## src/rtl/prod_bcd_seq_if.sv

```systemverilog
// Valid/ready handshake bundle between the multiplier, the BCD converter
// and the display stage.
interface prod_bcd_seq_if #(
  parameter int IN_W   = 6,
  parameter int DIGITS = 2
);
  logic                  in_valid;
  logic                  in_ready;
  logic [IN_W-1:0]       in_data;
  logic                  out_valid;
  logic                  out_ready;
  logic [4*DIGITS-1:0]   bcd;
  logic                  busy;

  modport master (
    output in_valid, in_data, out_ready,
    input  in_ready, out_valid, bcd, busy
  );

  modport slave (
    input  in_valid, in_data, out_ready,
    output in_ready, out_valid, bcd, busy
  );
endinterface

```

## src/rtl/prod_bcd_seq.sv

```systemverilog
// Sequential double-dabble converter: accepts a binary product, runs IN_W
// shift-add-3 iterations, then holds packed BCD until the consumer takes it.
module prod_bcd_seq #(
  parameter int IN_W   = 6,
  parameter int DIGITS = 2
) (
  input  logic          clk,
  input  logic          rst_n,
  prod_bcd_seq_if.slave bus
);

  localparam int BCD_W = 4 * DIGITS;
  localparam int CNT_W = $clog2(IN_W + 1);

  function automatic longint pow10(input int n);
    longint p;
    p = 1;
    for (int i = 0; i < n; i++) p = p * 10;
    return p;
  endfunction

  generate
    if (pow10(DIGITS) <= ((longint'(1) << IN_W) - 1)) begin : g_bad_params
      $error("prod_bcd_seq: DIGITS too small to hold 2**IN_W-1");
    end
  endgenerate

  typedef enum logic [1:0] {IDLE, SHIFT, DONE} state_t;

  state_t              state_reg;
  logic [IN_W-1:0]     bin_sr_reg;
  logic [BCD_W-1:0]    scratch_reg;
  logic [BCD_W-1:0]    bcd_reg;
  logic [CNT_W-1:0]    cnt_reg;
  logic                out_valid_reg;
  logic                busy_reg;
  logic                in_ready_reg;

  logic [BCD_W-1:0]      adj;
  logic [BCD_W+IN_W-1:0] shifted;

  // Each digit is corrected independently; no carry crosses a digit boundary.
  genvar gi;
  generate
    for (gi = 0; gi < DIGITS; gi++) begin : g_adj
      assign adj[gi*4 +: 4] = (scratch_reg[gi*4 +: 4] >= 4'd5)
                              ? scratch_reg[gi*4 +: 4] + 4'd3
                              : scratch_reg[gi*4 +: 4];
    end
  endgenerate

  assign shifted = {adj, bin_sr_reg} << 1;

  always_ff @(posedge clk or negedge rst_n) begin
    if (!rst_n) begin
      state_reg     <= IDLE;
      bin_sr_reg    <= '0;
      scratch_reg   <= '0;
      bcd_reg       <= '0;
      cnt_reg       <= '0;
      out_valid_reg <= 1'b0;
      busy_reg      <= 1'b0;
      in_ready_reg  <= 1'b1;
    end else begin
      case (state_reg)
        IDLE: begin
          if (bus.in_valid) begin
            bin_sr_reg   <= bus.in_data;
            scratch_reg  <= '0;
            cnt_reg      <= CNT_W'(IN_W);
            state_reg    <= SHIFT;
            in_ready_reg <= 1'b0;
            busy_reg     <= 1'b1;
          end
        end
        SHIFT: begin
          scratch_reg <= shifted[BCD_W+IN_W-1:IN_W];
          bin_sr_reg  <= shifted[IN_W-1:0];
          cnt_reg     <= cnt_reg - CNT_W'(1);
          if (cnt_reg == CNT_W'(1)) begin
            bcd_reg       <= shifted[BCD_W+IN_W-1:IN_W];
            out_valid_reg <= 1'b1;
            state_reg     <= DONE;
          end
        end
        DONE: begin
          // A concurrent in_valid is deliberately not captured here.
          if (bus.out_ready) begin
            out_valid_reg <= 1'b0;
            busy_reg      <= 1'b0;
            in_ready_reg  <= 1'b1;
            state_reg     <= IDLE;
          end
        end
        default: begin
          state_reg     <= IDLE;
          out_valid_reg <= 1'b0;
          busy_reg      <= 1'b0;
          in_ready_reg  <= 1'b1;
        end
      endcase
    end
  end

  assign bus.in_ready  = in_ready_reg;
  assign bus.out_valid = out_valid_reg;
  assign bus.bcd       = bcd_reg;
  assign bus.busy      = busy_reg;

endmodule
```

## src/flat_wrapper.sv

```systemverilog
// flat-port wrapper written by rule: the top's interface ports become plain ports
module prod_bcd_seq_flat 
#(
  parameter int IN_W   = 6,
  parameter int DIGITS = 2
)
  (clk, rst_n, bus_in_valid, bus_in_data, bus_out_ready, bus_in_ready, bus_out_valid, bus_bcd, bus_busy);
  prod_bcd_seq_if #(.IN_W(IN_W), .DIGITS(DIGITS)) bus_i ();
  input  logic clk;
  input  logic rst_n;
  input wire logic [$bits(bus_i.in_valid)-1:0] bus_in_valid;
  input wire logic [$bits(bus_i.in_data)-1:0] bus_in_data;
  input wire logic [$bits(bus_i.out_ready)-1:0] bus_out_ready;
  output wire logic [$bits(bus_i.in_ready)-1:0] bus_in_ready;
  output wire logic [$bits(bus_i.out_valid)-1:0] bus_out_valid;
  output wire logic [$bits(bus_i.bcd)-1:0] bus_bcd;
  output wire logic [$bits(bus_i.busy)-1:0] bus_busy;
  assign bus_i.in_valid = bus_in_valid;
  assign bus_i.in_data = bus_in_data;
  assign bus_i.out_ready = bus_out_ready;
  assign bus_in_ready = bus_i.in_ready;
  assign bus_out_valid = bus_i.out_valid;
  assign bus_bcd = bus_i.bcd;
  assign bus_busy = bus_i.busy;
  prod_bcd_seq #(.IN_W(IN_W), .DIGITS(DIGITS)) u_core (.clk(clk), .rst_n(rst_n), .bus(bus_i));
endmodule
```

## config.mk

```make
export PLATFORM = sky130hd
export DESIGN_NAME = prod_bcd_seq_flat
export DESIGN_NICKNAME = d
export VERILOG_FILES = /design/src/rtl/prod_bcd_seq_if.sv /design/src/rtl/prod_bcd_seq.sv /design/src/flat_wrapper.sv
export SDC_FILE = /design/constraint.sdc
export NUM_CORES = 1
export LEC_CHECK = 0
export BUFFER_PORTS_ARGS = -buffer_cell sky130_fd_sc_hd__buf_2
export CORE_UTILIZATION = 35
export CTS_BUF_LIST = sky130_fd_sc_hd__clkbuf_16
export DETAILED_ROUTE_END_ITERATION = 8
export GPL_TIMING_DRIVEN = 0
export PLACE_DENSITY = 0.64
export RECOVER_POWER = 25
export SETUP_SLACK_MARGIN = 0.2
export SLEW_MARGIN = 10
export SYNTH_ARGS = -nofsm -noshare
export SYNTH_HDL_FRONTEND = slang
export SYNTH_SLANG_ARGS = --single-unit
```

## constraint.sdc

```tcl
create_clock -name clk -period 1.7 [get_ports clk]
set_input_delay 0.085 -clock clk [delete_from_list [all_inputs] [get_ports clk]]
set_output_delay 0.085 -clock clk [all_outputs]
set_load 0.01 [all_outputs]
```

Word-level counts from Yosys, hierarchy flattened
Index checks and enable logic that the tools add are counted. Widths: inputs -> output; s select.

Multiplexer cells: 20. Equal/unequal tests: 6. Reduce and logical (&&, ||, !) cells: 7. Bitwise logic cells: 2. $add $sub $neg: 3. Magnitude comparators: 2.

Operator list (count): $pmux 8 s2 (1); $pmux 6 s2 (1); $pmux 1 s3 (3); $reduce_and 3->1 (3); $ge 4x3->1 const B (2); $mux 8 (1); $mux 2 (3); $mux 3 (2); $mux 6 (1); $pmux 2 s3 (1); $pmux 3 s2 (1); $mux 1 (5); $add 4x2->4 const B (1); $mux 4 (1); $ne 2x2->1 const B (2); $reduce_and 2->1 (2); $add 3x2->3 const B (1); $eq 3x1->1 const B (1); $sub 3x1->3 const B (1); $eq 2x1->1 const B (1); $eq 2x2->1 const B (1); $logic_not 2->1 (1); $ne 2x1->1 const B (1); $not 1->1 (2); $reduce_bool 2->1 (1).

Register bits after elaboration: 30. Input bits: 10.

Depth between registers and ports, before layout
Gate-level depths: netlist (run 1).

Depth after elaboration: 3. Gate-level depth with buffers: 6.

Worst setup path before layout (run 1)
No wires, ideal clock.

Kind: flip-flop to flip-flop. From: register u_core.scratch_reg[0]. To: register u_core.scratch_reg[2]. Period minus slack after synthesis: 1.501 ns. Slack: 0.199 ns. Cell stages (with the launch flop): 6. Arrival: 1.419 ns. Cell sequence: dfrtp_1 > ha_1 > nand2b_1 > a21oi_1 > mux2_2 > o21ai_0.

Cells in the longest elaborated chain, start to end: 3. Elaborated cells between the ends (all ways): 4.

RTL lines: start: declaration (RTL line prod_bcd_seq.sv:32) `logic [BCD_W-1:0] scratch_reg;`; start signal: assignment (RTL line prod_bcd_seq.sv:77) `scratch_reg <= shifted[BCD_W+IN_W-1:IN_W];`; $add 4x2->4 or $ge 4x3->1 (tied branches) (RTL line prod_bcd_seq.sv:47, prod_bcd_seq.sv:46); $mux 4 (*) (RTL line prod_bcd_seq.sv:47) `? scratch_reg[gi*4 +: 4] + 4'd3`; $pmux 8 s2 (*) (RTL line prod_bcd_seq.sv:65) `case (state_reg)`.

Every way passes the cells marked *; elsewhere a longest branch is shown, timed or not. A chain may end at the register's enable or synchronous reset.

Final worst setup path (run 1)
From: register u_core.scratch_reg[4]. To: register u_core.bcd_reg[5] (netlist: u_core.bus.bcd[5]).

Cells in the longest elaborated chain, start to end: 2. Elaborated cells between the ends (all ways): 3.

RTL lines: $ge 4x3->1 or $add 3x2->3 (tied branches) (RTL line prod_bcd_seq.sv:46, prod_bcd_seq.sv:47); $mux 3 (*) (RTL line prod_bcd_seq.sv:47); end signal: assignment (RTL line prod_bcd_seq.sv:81) `bcd_reg <= shifted[BCD_W+IN_W-1:IN_W];`; end: declaration (RTL line prod_bcd_seq.sv:33) `logic [BCD_W-1:0] bcd_reg;`.

Marked as above.

==> flow_summary.toml, run 1 <==
[detailed_routing]
drtPass1Iterations = 4
drcViolationCount = 0
vias_per_cell = 5.095
wire_per_inst_um = 15.34
via_count = 1177
drt_iter0_drc = 65
routed_wl_um = 3543
ant_nets = 0

[floorplan]
io_pins = 21
initial_core_util_pct = 36.61
placementRows = 23
die_x_um = 66.92
dieArea_sq_um = 4478
core_area_sq_um = 4029
die-height_um = 66.92

[run_status]
outcome = "finished clean"

[critical_path]
critPathKind = "reg -> reg"
crit_fanout = 4
slowest_stage = "dfrtp_1"
regToRegStartpoint = "u_core.scratch_reg[4]"
endpoint = "u_core.bus.bcd[5]"
crit_arrival_ns = 1.65
r2r_end = "u_core.bus.bcd[5]"
reg2reg_depth = 6
cp-startpoint = "u_core.scratch_reg[4]"
crit_chain = "ha_2 -> nand2b_4 -> a21oi_4 -> buf_6 -> xnor2_2 -> mux2_2"
regToRegSetupSlack_ns = 0.20
cp-start-kind = "flip-flop"
max_stage_delay_ns = 0.41
cp-end-kind = "flip-flop"
cp.required_ns = 1.86

[clocking]
cts.sink_count = 30
cts_made_buffers = 5
htreeDepth = 2
ctsLongestPathBuffers = 2
clock_latency_ns = 0.28
clkTransAtPathRegs_ns = 0.05
clock-root-buffer = "clkbuf_16"
cts_tree = "yes"

[yosys]
muxShareOfSynthArea_pct = 5.174
yosys.area_share.simple_pct = 14.50
synth.distinct_cells = 30
ys_seq_area_share_pct = 50.98
postSynthAreaPerCell_sq_um = 10.46
yosysTopAreaCell = "dfrtp_1"
synth_compound_area_share_pct = 17.90
synth_top_area_share_pct = 49.19
postSynthRegisterBits = 30
netlist_area_sq_um = 1475
synth_top_family_by_area = "compound AO/OA/AOI/OAI gates"
synth_xor_area_share_pct = 1.187
synth_warnings = 0
synth-adder-area-share_pct = 5.089
synthCells = 141
syn-num-nets = 157
synth_area_leaders = "dfrtp_1 49%, o21ai_0 5.8%, ha_1 5.1%"

[flow_run]
maxCapViolations = 0

[placement]
dp_cells = 211
gp_congestion = 0.7783
io_buffers = 20
place_hpwl_um = 2230
place_ws_ns = 0.07621

[sta]
fin_hold_ws_ns = 0.09734
setup_viol = 0
fin_crit_ns = 1.495
finalHoldViolCount = 0
worst_slew_pin_slew_ns = 0.7679
maxSlewHeadroom_pct = 48.81
skew_ns = 0.007772
final.setup.worst_slack_ns = 0.2049
max_freq_mhz = 668.9
fin_tns_setup_ns = 0
rsz0062_at_grt = "yes"
timing.final.max_slew_violations = 0
period_share_pct = 87.95

[finish]
diodes = 0
drive_above_1_share_pct = 30.39
nets = 196
final_common_cell = "dfrtp_1"
fin_cells = 231
fillers = 382
final_cell_mix = "29 x dfrtp_1, 16 x o21ai_0, 13 x clkbuf_1"
multiInputGateArea_sq_um = 742.0
seq_area_sq_um = 752.0
area_growth_pct = 32.74

[global_route]
grt_pass1_vias = 1242
track_usage_pct = 17.65
grt_max_degree = 31
grt_pass1_wl_um = 5561
antenna_found_initial = 0
overflow = 0

[power_and_ir_drop]
p_leak_nw = 0.8878
powerDensity_nw_per_um2 = 2048
peakVddDrop_mv = 0.7744
p_total_w = 0.004010

[min_path]
min_path_type = "in -> reg"
## kinds of logic (layout without fill, tap and decap cells)
| family | after synthesis | after routing |
|---|---|---|
| AOI/OAI and AO/OA | 43 | 43 |
| xor gates and xnor gates | 2 | 2 |
| adders and majority gates | 6 | 6 |
| buffers and inverters | 16 | 56 |
| DFF | 30 | 30 |
| muxes | 7 | 7 |
| and+or+nand+nor | 37 | 37 |
## report_power, final
group / total [W] / switching (W) / internal [W]
combinational: 0.00188 / 0.000927 / 0.000954
clock: 0.000822 / 0.000297 / 0.000524
sequential: 0.00131 / 0.000264 / 0.00104
## worst min path at each step
stage | endpoint | slack, ns | startpoint | cells after the start
after CTS | u_core.bin_sr_reg[5] | 0.10 | bus_in_data[5] | 3
final | u_core.bin_sr_reg[5] | 0.1 | bus_in_data[5] | 3
after global routing | u_core.bin_sr_reg[2] | 0.12 | bus_in_data[2] | 3
after detailed placement | u_core.bus.bcd[4] | 0.17 | rst_n | 1
after floorplan | u_core.bin_sr_reg[0] | -0.21 | rst_n | 0
after global placement | u_core.scratch_reg[3] | 0.15 | rst_n | 1
## worst max-delay path, delay by kind of cell (launching register included)
family          cells  cell delay [ns]
compound gates      1             0.17
xor+xnor            1             0.07
fa+ha+maj           1             0.19
buf+inv             1             0.12
flops               1             0.41
mux                 1             0.27
simple gates        1             0.14
## through the flow
| stage | area (sq um) | util [%] |
|---|---|---|
| 2_1_floorplan | 1479 | - |
| 3_3_place_gp | 1642 | 40.75 |
| 3_5_place_dp | 1642 | 40.75 |
| 4_1_cts | 1842 | 45.71 |
| 5_1_grt | 1958 | 48.60 |
| 6_report | 1958 | 48.60 |
## synth_stat cells
cell      number
ha_1           6
o21ai_0       17
clkbuf_1       4
inv_1          9
o21bai_1       1
xnor2_1        2
nor2b_1        8
nand2b_4       1
a22oi_1        5
and3b_1        1
buf_2          1
o22a_1         1
nor3b_1        1
dfrtp_1       29
mux2i_1        2
dfstp_2        1
nand2b_1       2
nor2_1         9
or3b_2         2
nor3_1         2
a31oi_2        2
nor3b_4        1
a21oi_1       12
a22o_1         3
nand3b_1       1
o22ai_1        1
a21o_1         1
mux2_2         5
buf_6          2
nand2_1        9
## metal layers
metal,global-route usage (%),routed length (um),part of all wire (%),vias to the layer above
met5,0,0,0,-
met4,5.585,48,1.4,0
met3,6.678,144,4.1,4
met2,30.68,1811,51,25
met1,19.66,1538,43,585
li1,-,-,-,563
## final cells by class
| cell class | instances | area share, % |
|---|---|---|
| clock inverter | 3 | 0.5751 |
| buffer | 7 | 2.428 |
| inverter | 9 | 1.725 |
| sequential | 30 | 38.40 |
| tap | 50 | 3.195 |
| timing repair buffer | 32 | 9.393 |
| clock buffer | 5 | 6.390 |
| multi-input combinational | 95 | 37.89 |
## what timing repair did
item	CTS	global route
endpoints found under the setup margin	12	14
buffers inserted	4	6
hold endpoints to repair	29	0
pin swaps	2	3
cloned	0	1
gates resized for setup	8	18
hold buffers	1	0
No activity file was read; power rests on OpenSTA's default activity.
==> run 2, diff against run 1 <==
--- a/config.mk
+++ b/config.mk
@@ -5,9 +5,10 @@
 export SDC_FILE = /design/constraint.sdc
 export NUM_CORES = 1
 export LEC_CHECK = 0
-export BUFFER_PORTS_ARGS = -buffer_cell sky130_fd_sc_hd__buf_2
+export BUFFER_PORTS_ARGS = -buffer_cell sky130_fd_sc_hd__buf_4
 export CORE_UTILIZATION = 35
 export CTS_BUF_LIST = sky130_fd_sc_hd__clkbuf_16
+export CTS_CLUSTER_DIAMETER = 60
 export DETAILED_ROUTE_END_ITERATION = 8
 export GPL_TIMING_DRIVEN = 0
 export PLACE_DENSITY = 0.64
==> flow_summary.toml, run 2 (synthesized netlist as in run 1, its figures left out) <==
[global_route]
grt_pass1_wl_um = 5664
grt_pass1_vias = 1232
grt_max_degree = 31
overflow = 0
track_usage_pct = 18.08
antenna_found_initial = 0

[clocking]
cts_made_buffers = 5
clock_latency_ns = 0.28
ctsLongestPathBuffers = 2
clkTransAtPathRegs_ns = 0.05
clock-root-buffer = "clkbuf_16"
cts_tree = "yes"
cts.sink_count = 30
htreeDepth = 2

[critical_path]
slowest_stage = "dfrtp_1"
cp.required_ns = 1.87
crit_arrival_ns = 1.66
regToRegStartpoint = "u_core.scratch_reg[1]"
r2r_end = "u_core.bus.bcd[1]"
crit_fanout = 3
regToRegSetupSlack_ns = 0.20
cp-start-kind = "flip-flop"
critPathKind = "reg -> reg"
cp-end-kind = "flip-flop"
max_stage_delay_ns = 0.38
reg2reg_depth = 7
crit_chain = "inv_2 -> ha_2 -> nand2b_4 -> a21oi_4 -> buf_6 -> xnor2_2 -> mux2_2"

[detailed_routing]
vias_per_cell = 5.171
drcViolationCount = 0
drtPass1Iterations = 4
routed_wl_um = 3457
drt_iter0_drc = 68
ant_nets = 0
via_count = 1179
wire_per_inst_um = 15.16

[power_and_ir_drop]
pwr-share-seq_pct = 30.8
p_int_w = 0.002769
peakVddDrop_mv = 0.7180
powerDensity_nw_per_um2 = 2115
p_leak_nw = 0.9176
combinationalPowerShare_pct = 45.7
power_frac_clock_pct = 23.6
p_sw_w = 0.001511
power.share.switching_pct = 35.30

[finish]
fillers = 366
fin_cells = 228
nets = 193
final_common_cell = "dfrtp_1"
area_growth_pct = 37.15
final_cell_mix = "28 x dfrtp_1, 26 x buf_4, 15 x o21ai_0"
diodes = 0
stdcell_area_sq_um = 2023
drive_above_1_share_pct = 38.76

[placement]
dp_cells = 211
place_hpwl_um = 2198
place_ws_ns = 0.06344
io_buffers = 20
placed_cell_area_sq_um = 1692
gp_congestion = 0.7571

[sta]
setup_viol = 0
fin_hold_ws_ns = 0.09338
maxSlewHeadroom_pct = 49.80
rsz0062_at_grt = "yes"
skew_ns = 0.005799
timing.final.max_slew_violations = 0
fin_tns_setup_ns = 0
period_share_pct = 88.15
worst_slew_pin_slew_ns = 0.7531
finalHoldViolCount = 0
fin_crit_ns = 1.498
max_freq_mhz = 667.3
final.setup.worst_slack_ns = 0.2015

[run_status]
outcome = "finished clean"

[min_path]
min_path_type = "in -> reg"
hold_path_end = "u_core.bin_sr_reg[4]"
min-delay-start = "bus_in_data[4]"
min_delay_path_depth = 3

[floorplan]
dieArea_sq_um = 4478
core_area_sq_um = 4029
die_x_um = 66.92
initial_core_util_pct = 36.61
io_pins = 21
die-height_um = 66.92
placementRows = 23

[flow_run]
maxCapViolations = 0
[run 2: cell types whose count changed in the layout (fill, tap and decap cells not counted), sizes merged]
cell    previous run  this run
buf               23        30
bufinv             0         1
clkbuf            20        10
clkinv             1         2
inv               11         9
[run 2: power groups by stage]
stage	combinational [W]	clock [W]	sequential [W]
floorplan	0.000988	0	0.00131
finish	0.00195	0.00101	0.00132
global placement	0.00142	0	0.00128
CTS	0.00169	0.00102	0.00130
global route	0.00216	0.00106	0.00137
detailed placement	0.00151	0	0.00131
[run 2: timing repair]
action | 4_1_cts | 5_1_grt
pin swaps | 2 | 2
hold buffers | 1 | 0
gates resized for setup | 10 | 19
endpoints found under the setup margin | 13 | 18
endpoints found under the hold margin | 29 | 0
buffers inserted | 4 | 3
cloned | 0 | 1
[run 2: worst max-delay path by stage]
stage                     startpoint               endpoint  slack (ns)  cells past startpoint
2_1_floorplan  u_core.scratch_reg[4]  u_core.scratch_reg[6]        0.22                      5
3_5_place_dp     u_core.state_reg[0]   u_core.bin_sr_reg[1]        0.06                      3
5_1_grt        u_core.scratch_reg[1]      u_core.bus.bcd[1]        0.14                      7
4_1_cts          u_core.state_reg[0]   u_core.bin_sr_reg[1]        0.19                      3
6_report       u_core.scratch_reg[1]      u_core.bus.bcd[1]        0.20                      7
3_3_place_gp     u_core.state_reg[0]   u_core.bin_sr_reg[1]        0.09                      3
[run 2: final cells by class]
cell class	instances	area [sq um]	share of cell area (%)
inverter	9	33.78	1.670
multi-input combinational	95	739.5	36.55
buffer	7	47.55	2.350
clock buffer	5	125.1	6.184
tap	50	62.56	3.092
sequential	30	753.2	37.23
clock inverter	3	40.04	1.979
timing repair buffer	29	221.5	10.95
[run 2: worst max-delay path, delay by kind of cell (launching register included)]
| kind | cells | cell delay, ns |
|---|---|---|
| AO/OA/AOI/OAI | 1 | 0.07 |
| AND/OR/NAND/NOR | 1 | 0.13 |
| flip-flops | 1 | 0.38 |
| XOR/XNOR | 1 | 0.13 |
| buffers and inverters | 2 | 0.23 |
| adder cells (fa/ha/maj) | 1 | 0.17 |
| multiplexers | 1 | 0.26 |
[run 2: metrics by stage]
step                      power [W]  utilization (%)
after CTS                  0.004004            47.92
after detailed placement   0.002812            41.99
after floorplan            0.002297                -
final                      0.004279            50.22
after global routing       0.004587            50.22
after global placement     0.002705            41.99
[run 2: metal layers]
| metal | up-vias | GRT usage (%) | wire [um] |
|---|---|---|---|
| met5 | - | 0 | 0 |
| met4 | 0 | 7.979 | 93 |
| met3 | 9 | 7.192 | 177 |
| met2 | 27 | 31.06 | 1763 |
| met1 | 586 | 19.34 | 1422 |
| li1 | 557 | - | - |
==> run 3, diff against run 2 <==
--- a/config.mk
+++ b/config.mk
@@ -6,12 +6,12 @@
 export NUM_CORES = 1
 export LEC_CHECK = 0
 export BUFFER_PORTS_ARGS = -buffer_cell sky130_fd_sc_hd__buf_4
-export CORE_UTILIZATION = 35
+export CORE_UTILIZATION = 30
 export CTS_BUF_LIST = sky130_fd_sc_hd__clkbuf_16
 export CTS_CLUSTER_DIAMETER = 60
 export DETAILED_ROUTE_END_ITERATION = 8
 export GPL_TIMING_DRIVEN = 0
-export PLACE_DENSITY = 0.64
+export PLACE_DENSITY = 0.58
 export RECOVER_POWER = 25
 export SETUP_SLACK_MARGIN = 0.2
 export SLEW_MARGIN = 10
==> flow_summary.toml, run 3 (synthesized netlist as in run 1, its figures left out) <==
[critical_path]
r2r_end = "u_core.bus.bcd[2]"
slowest_stage = "dfrtp_1"
regToRegStartpoint = "u_core.scratch_reg[1]"
max_stage_delay_ns = 0.37
crit_chain = "inv_2 -> ha_2 -> nand2b_4 -> a21oi_4 -> mux2_4 -> mux2i_1"
cp_top_family = "multiplexers"
path_buf_inv = 1
critPathKind = "reg -> reg"
reg2reg_depth = 6
cp-start-kind = "flip-flop"
cp.required_ns = 1.90
regToRegSetupSlack_ns = 0.23
crit_fanout = 3
cp-end-kind = "flip-flop"
crit_arrival_ns = 1.67

[power_and_ir_drop]
combinationalPowerShare_pct = 46.3
p_int_w = 0.002538
peakVddDrop_mv = 0.6348
powerDensity_nw_per_um2 = 2002
p_sw_w = 0.001453
pwr-share-seq_pct = 32.6
power_frac_clock_pct = 21.1
power.share.switching_pct = 36.40
p_leak_nw = 0.8889

[finish]
area_growth_pct = 35.11
final_common_cell = "dfrtp_1"
fillers = 444
nets = 192
final_cell_mix = "29 x dfrtp_1, 25 x buf_4, 15 x o21ai_0"
diodes = 0
drive_above_1_share_pct = 35.03

[sta]
finalHoldViolCount = 0
fin_tns_setup_ns = 0
timing.final.max_slew_violations = 0
fin_crit_ns = 1.468
period_share_pct = 86.37
worst_slew_pin_slew_ns = 0.7773
maxSlewHeadroom_pct = 48.18
final.setup.worst_slack_ns = 0.2317
setup_viol = 0
skew_ns = 0.004915
max_freq_mhz = 681.1
rsz0062_at_grt = "no"

[global_route]
overflow = 0
grt_max_degree = 31
track_usage_pct = 14.43
grt_pass1_wl_um = 5568
grt_pass1_vias = 1231
antenna_found_initial = 0

[clocking]
clock_latency_ns = 0.28
clkTransAtPathRegs_ns = 0.05
cts_tree = "yes"
ctsLongestPathBuffers = 2
cts.sink_count = 30
htreeDepth = 2
cts_made_buffers = 5
clock-root-buffer = "clkbuf_16"

[floorplan]
initial_core_util_pct = 31.23
io_pins = 21
die_x_um = 72.12
dieArea_sq_um = 5201
core_area_sq_um = 4723
die-height_um = 72.12
placementRows = 25

[detailed_routing]
routed_wl_um = 3378
drcViolationCount = 0
drtPass1Iterations = 4
ant_nets = 0
drt_iter0_drc = 68
via_count = 1168
vias_per_cell = 4.787
wire_per_inst_um = 13.84

[placement]
gp_congestion = 0.7406
place_hpwl_um = 2153
place_ws_ns = 0.1082
io_buffers = 20

[min_path]
min_delay_path_depth = 3
min-delay-start = "bus_in_data[4]"
hold_path_end = "u_core.bin_sr_reg[4]"
min_path_type = "in -> reg"

[run_status]
outcome = "finished clean"

[flow_run]
maxCapViolations = 0
==> run 3: final cells by class <==
cell class	count	area [sq um]	share of cell area (%)
buffer	7	43.79	2.197
clock buffer	5	125.1	6.277
clock inverter	3	12.51	0.6277
sequential	30	752.0	37.73
tap	67	83.83	4.206
inverter	9	33.78	1.695
multi-input combinational	95	728.2	36.53
timing repair buffer	28	214.0	10.73
==> run 3: power groups by stage <==
stage               Sequential (W)  Combinational, W  Clock (W)
floorplan                  0.00131          0.000988          0
global placement           0.00128           0.00143          0
detailed placement         0.00130           0.00151          0
CTS                        0.00128           0.00167   0.000860
global route               0.00135           0.00204   0.000886
finish                     0.00130           0.00185   0.000842
==> run 3: worst max path at each step <==
stage / startpoint / endpoint / depth (start not counted)
after floorplan: u_core.scratch_reg[4] / u_core.scratch_reg[6] / 5
after global placement: u_core.state_reg[0] / u_core.bin_sr_reg[1] / 3
after detailed placement: u_core.scratch_reg[0] / u_core.scratch_reg[2] / 5
after CTS: u_core.scratch_reg[0] / u_core.scratch_reg[2] / 5
after global routing: u_core.scratch_reg[4] / u_core.bus.bcd[6] / 5
final: u_core.scratch_reg[1] / u_core.bus.bcd[2] / 6
==> run 3: timing repair <==
item | CTS | global route
hold buffers | 1 | 0
pin swaps | 4 | 3
gates resized for setup | 9 | 13
endpoints found under the setup margin | 11 | 10
buffers inserted | 4 | 3
endpoints found under the hold margin | 29 | 0
==> run 3: stage by stage <==
stage | hold slack [ns] | cells | utilization (%) | total power, W | cell area (sq um)
2_1_floorplan | -0.2106 | 141 | - | 0.002297 | 1479
3_3_place_gp | 0.03109 | 228 | 36.26 | 0.002714 | 1713
3_5_place_dp | 0.04039 | 228 | 36.26 | 0.002809 | 1713
4_1_cts | 0.09380 | 241 | 40.61 | 0.003814 | 1918
5_1_grt | 0.1098 | 244 | 42.20 | 0.004277 | 1993
6_report | 0.09000 | 244 | 42.20 | 0.003991 | 1993
==> run 3: metal layers <==
layer	track usage [%]	share of wire (%)	vias to the layer above
met5	0	0	-
met4	8.497	2.7	0
met3	3.750	3.4	7
met2	24.30	52	22
met1	16.48	42	577
li1	-	-	562
==> run 3: worst reg2reg max path, delay by kind of cell (launching register included) <==
family	cells	cell delay (ns)
buf+inv	1	0.07
mux	2	0.46
fa+ha+maj	1	0.18
flops	1	0.37
simple gates	1	0.15
compound gates	1	0.17
